### src/rtl/board_cursor_ctrl.sv
// 8x8 board cursor and two-step (source, destination) move request driven by debounced button pulses.
// Define CURSOR_WRAP_EN to make the cursor wrap modulo 8; otherwise it saturates at the board edges.
module board_cursor_ctrl #(
    parameter logic [2:0] INIT_ROW    = 3'd1,
    parameter logic [2:0] INIT_COL    = 3'd4,
    parameter int         TIMEOUT_CYC = 244000,
    parameter int         TW          = 18
) (
    input  logic       CLK,
    input  logic       RESET_N,
    input  logic       BtnU_pulse,
    input  logic       BtnD_pulse,
    input  logic       BtnL_pulse,
    input  logic       BtnR_pulse,
    input  logic       BtnC_pulse,
    output logic [2:0] Cursor_row,
    output logic [2:0] Cursor_col,
    output logic       Src_valid,
    output logic [5:0] Src_sq,
    output logic       Move_valid,
    output logic [5:0] Move_src,
    output logic [5:0] Move_dst,
    input  logic       Move_ready
);

    typedef enum logic [1:0] {S_IDLE, S_SRC_HELD, S_MOVE_OUT} state_t;

    localparam logic [TW-1:0] CNT_LAST = TW'((TIMEOUT_CYC == 0) ? 0 : TIMEOUT_CYC - 1);

    state_t      state_q, state_d;
    logic [2:0]  row_q, row_d, col_q, col_d;
    logic        src_valid_q, src_valid_d;
    logic [5:0]  src_sq_q, src_sq_d;
    logic        move_valid_q, move_valid_d;
    logic [5:0]  move_src_q, move_src_d, move_dst_q, move_dst_d;
    logic [TW-1:0] cnt_q, cnt_d;

    logic       any_pulse, sel_same, timeout_hit;
    logic [5:0] cursor_sq;

    // Opposing pulses cancel; edge behaviour depends on the wrap build option.
    function automatic logic [2:0] step_axis(input logic [2:0] v, input logic inc, input logic dec);
        logic [2:0] r;
        r = v;
        if (inc && !dec) begin
`ifdef CURSOR_WRAP_EN
            r = v + 3'd1;
`else
            if (v != 3'd7) r = v + 3'd1;
`endif
        end else if (dec && !inc) begin
`ifdef CURSOR_WRAP_EN
            r = v - 3'd1;
`else
            if (v != 3'd0) r = v - 3'd1;
`endif
        end
        return r;
    endfunction

    // Select compares against the pre-motion cursor, so same-cycle motion never affects it.
    assign cursor_sq   = {row_q, col_q};
    assign any_pulse   = BtnU_pulse | BtnD_pulse | BtnL_pulse | BtnR_pulse | BtnC_pulse;
    assign sel_same    = (cursor_sq == src_sq_q);
    assign timeout_hit = (TIMEOUT_CYC != 0) && !any_pulse && (cnt_q == CNT_LAST);

    always_ff @(posedge CLK or negedge RESET_N) begin
        if (!RESET_N) state_q <= S_IDLE;
        else          state_q <= state_d;
    end

    always_comb begin
        state_d = state_q;
        case (state_q)
            S_IDLE:     if (BtnC_pulse) state_d = S_SRC_HELD;
            S_SRC_HELD: begin
                if (BtnC_pulse)       state_d = sel_same ? S_IDLE : S_MOVE_OUT;
                else if (timeout_hit) state_d = S_IDLE;
            end
            S_MOVE_OUT: if (move_valid_q && Move_ready) state_d = S_IDLE;
            default:    state_d = S_IDLE;
        endcase
    end

    always_comb begin
        row_d        = step_axis(row_q, BtnU_pulse, BtnD_pulse);
        col_d        = step_axis(col_q, BtnR_pulse, BtnL_pulse);
        src_valid_d  = src_valid_q;
        src_sq_d     = src_sq_q;
        move_valid_d = move_valid_q;
        move_src_d   = move_src_q;
        move_dst_d   = move_dst_q;
        cnt_d        = '0;
        case (state_q)
            S_IDLE: begin
                if (BtnC_pulse) begin
                    src_valid_d = 1'b1;
                    src_sq_d    = cursor_sq;
                end
            end
            S_SRC_HELD: begin
                if (BtnC_pulse || timeout_hit) begin
                    src_valid_d = 1'b0;
                    src_sq_d    = '0;
                    if (BtnC_pulse && !sel_same) begin
                        move_valid_d = 1'b1;
                        move_src_d   = src_sq_q;
                        move_dst_d   = cursor_sq;
                    end
                end else if (!any_pulse) begin
                    cnt_d = cnt_q + 1'b1;
                end
            end
            S_MOVE_OUT: if (move_valid_q && Move_ready) move_valid_d = 1'b0;
            default: ;
        endcase
    end

    always_ff @(posedge CLK or negedge RESET_N) begin
        if (!RESET_N) begin
            row_q        <= INIT_ROW;
            col_q        <= INIT_COL;
            src_valid_q  <= 1'b0;
            src_sq_q     <= '0;
            move_valid_q <= 1'b0;
            move_src_q   <= '0;
            move_dst_q   <= '0;
            cnt_q        <= '0;
        end else begin
            row_q        <= row_d;
            col_q        <= col_d;
            src_valid_q  <= src_valid_d;
            src_sq_q     <= src_sq_d;
            move_valid_q <= move_valid_d;
            move_src_q   <= move_src_d;
            move_dst_q   <= move_dst_d;
            cnt_q        <= cnt_d;
        end
    end

    assign Cursor_row = row_q;
    assign Cursor_col = col_q;
    assign Src_valid  = src_valid_q;
    assign Src_sq     = src_sq_q;
    assign Move_valid = move_valid_q;
    assign Move_src   = move_src_q;
    assign Move_dst   = move_dst_q;

endmodule
### config.mk
export PLATFORM = sky130hd
export DESIGN_NAME = board_cursor_ctrl
export DESIGN_NICKNAME = d
export VERILOG_FILES = /design/src/rtl/board_cursor_ctrl.sv
export SDC_FILE = /design/constraint.sdc
export NUM_CORES = 1
export LEC_CHECK = 0
export ABC_CLOCK_PERIOD_IN_PS = 2800
export CORE_ASPECT_RATIO = 0.7
export CORE_MARGIN = 2
export CORE_UTILIZATION = 54
export CTS_CLUSTER_DIAMETER = 150
export DETAILED_ROUTE_END_ITERATION = 10
export GPL_TIMING_DRIVEN = 0
export PLACE_DENSITY = 0.89
export SYNTH_ARGS = -nofsm -noshare
export SYNTH_HDL_FRONTEND = slang
export SYNTH_SLANG_ARGS = --single-unit
### constraint.sdc
create_clock -name CLK -period 2.8 [get_ports CLK]
set_clock_uncertainty 0.15 [all_clocks]
set_input_delay 0.56 -clock CLK [delete_from_list [all_inputs] [get_ports CLK]]
set_output_delay 0.56 -clock CLK [all_outputs]
set_load 0.1 [all_outputs]
==> metrics.txt <==
area delta synth->final=21.6%; ys async rst share=1.00; Final Hold Violating Endpoints=0; Post-DP Area=between 2000 and 3000 µm²; setup TNS=0 ns; post-CTS setup buffers=0; overall die area=just over 5000 µm²; Die H=60.5 µm; port bufs=33; gpl congestion=~0.86; dpl hpwl=3610 µm; Max-cap violations=0; status=finished clean; FF-to-FF End=Move_src[5]; min cycle time layout=2.75 ns; post-route ant nets=0; FF+latch count, synth=between 40 and 50; crit path kind=flop to output pin; relative slew slack=0.346; # DRC=0; Max FO, Critical Path=4; GRT Resource Usage Total=0.207; Die Width=about 85 µm; initial core utilization=0.566; cell area after layout=~3000 µm²; critical path arrival=slightly above 2 ns; Synth area leader=dfrtp_1; Multi-input gate area=about 1200 µm²; synthesized area=between 2000 and 2500 µm²; Yosys top cell area share=0.447; Longest Clk Path Bufs=2; Hold Path Class=primary input to async pin; CTS Buf Count=5; nets@finish=between 200 and 300; main area contributors after synthesis=dfrtp_1 (45%), xnor2_1 (5.0%), mux2_4 (4.9%); Post-synth EDFFs=0; vias in the first global route=around 1.8k; Reg clk slew, reported paths=approximately 0.09 ns; synth unique cells=50; routed len/inst=~15 µm; post-synthesis sequential area ratio=0.468; total grt overflow=0; row count=20; DRT iter0 DRCs=68; worst r2r path cells=6; RSZ-0062 raised after global routing=no; total wire length=between 4000 and 5000 µm; slowest stage cell, crit path=clkdlybuf4s50_1; Worst R2R Start=Cursor_row[0]; largest net degree at the start of global routing=29; measured slew at the worst slew-check pin=a little under 1 ns; TritonRoute pass-1 iters=4; crit end category=output pin; final worst path period share=0.982; Gate Count Post-Synth=around 220; Core Region=4350 µm²; CTS tree=yes; vias=roughly 1.8k; fin util=0.689; Final Max Slew Viols=0; # clock sinks=46; Filler cells=320; clock latency at the later pin of the worst-skew pair=around 0.30 ns; IO Pins=34; fmax=around 0.36 GHz; initial antenna violation count=0; r2r setup slk=0.62 ns; required time worst endpoint=approximately 2.1 ns; Root Driver=clkbuf_8; Finish-stage setup viols=0; hold slack final=0.0520 ns; CP max stage delay=about 1.1 ns; first-pass GRT wire length=between 8000 and 9000 µm; CP Buf/Inv Count=1; ANT cells=0; ratio of cells with drive above 1 in the final layout=0.186; Top FF cell, synth=dfrtp_1; CP cell instances=clkdlybuf4s50_1; drt via density=5.75; Mean Syn Cell Area=~11 µm²; CP Launch Type=flop; CTS H-tree lvls=2; register area=1150 µm²; net count after synthesis=between 200 and 250; crit-path leading delay family=buffers and inverters; Synthesis Warnings=0
==> cell usage in the layout (no fill, tap or decap), types with 2 or more instances in the layout <==
master	netlist	final
xor2_1	8	8
o21a_1	3	3
mux2_2	4	4
nand2_1	10	10
clkdlybuf4s50_1	0	30
nor2_1	22	22
a21o_1	2	2
dfstp_2	2	2
buf_6	5	5
xnor2_1	14	14
fa_1	2	2
clkinvlp_4	0	2
and2b_2	2	2
nor2b_1	3	3
or4b_1	2	2
nor3_1	7	7
a21oi_1	6	6
a31oi_2	2	2
nand3_1	10	10
and4_1	3	3
dlymetal6s2s_1	0	2
ha_1	4	4
clkbuf_8	2	7
inv_1	9	9
nand4_1	5	5
nor4_1	6	6
a22o_2	6	6
dfrtp_1	44	44
nor3b_1	2	2
mux2_4	8	8
o21ai_0	7	7
==> final cells by class <==
cell class,instances,share of cell area
tap,55,0.0230
multi-input combinational,157,0.390
clock inverter,3,0.0150
clock buffer,5,0.0230
sequential,46,0.385
timing repair buffer,34,0.117
inverter,9,0.0113
buffer,10,0.0359
==> synthesized netlist by cell type (2+ instances only) <==
| cell type | number |
|---|---|
| a21o_1 | 2 |
| a21oi_1 | 6 |
| and4_1 | 3 |
| nand2_1 | 10 |
| o21ai_0 | 7 |
| nor3_1 | 7 |
| or4b_1 | 2 |
| o21a_1 | 3 |
| xor2_1 | 8 |
| a22o_2 | 6 |
| nor3b_1 | 2 |
| fa_1 | 2 |
| mux2_2 | 4 |
| nand3_1 | 10 |
| buf_6 | 5 |
| nor4_1 | 6 |
| inv_1 | 9 |
| xnor2_1 | 14 |
| clkbuf_8 | 2 |
| ha_1 | 4 |
| a31oi_2 | 2 |
| nor2_1 | 22 |
| dfrtp_1 | 44 |
| mux2_4 | 8 |
| nor2b_1 | 3 |
| nand4_1 | 5 |
| and2b_2 | 2 |
| dfstp_2 | 2 |
==> state kept, by name, indices dropped and copies added, names as in the netlist <==
signal	count
Cursor_col	3
Move_valid	1
Src_sq	6
cnt_q	18
Src_valid	1
Move_dst	6
Cursor_row	3
state_q	2
Move_src	6
==> metal layers <==
metal,routed length (µm),track usage
met2,2270,0.323
met3,220,0.0381
met4,65,0.0839
met1,2330,0.294
met5,0,0
==> worst max-delay path by stage <==
stage / start / to / slack [ns] / depth (start not counted)
floorplan: Cursor_row[2] / Move_dst[0] / 0.26 / 6
global placement: RESET_N / Move_src[2] / -0.22 / 1
detailed placement: BtnU_pulse / Cursor_row[2] / 0.09 / 8
CTS: Cursor_col[1] / Cursor_col[1] / 0.02 / 1
global route: Cursor_col[2] / Cursor_col[2] / 0.02 / 1
finish: Cursor_col[2] / Cursor_col[2] / 0.05 / 1
==> kinds of logic (layout without fill, tap and decap cells) <==
| logic type | count (synthesis) | after routing | synth area share |
|---|---|---|---|
| adders and majority gates | 6 | 6 | 0.0365 |
| muxes | 13 | 13 | 0.0711 |
| DFF | 46 | 46 | 0.468 |
| xor gates and xnor gates | 22 | 22 | 0.0782 |
| buffers and inverters | 19 | 61 | 0.0574 |
| AOI/OAI and AO/OA | 34 | 34 | 0.103 |
| and+or+nand+nor | 82 | 82 | 0.186 |
==> timing repair <==
action                     4_1_cts  5_1_grt
hold buffers                     0        0
gates resized for setup          0        2
setup endpoints to repair        0        2
==> stage by stage <==
step	worst slack, ns	instances
finish	0.0495	319
global route	0.0233	319
CTS	0.0219	319
detailed placement	0.0889	311
global placement	-0.218	310
floorplan	0.263	222
Power is left out: the tool's default activity adds up to more than one toggle a clock period on the data nets, which glitch-free logic cannot reach.
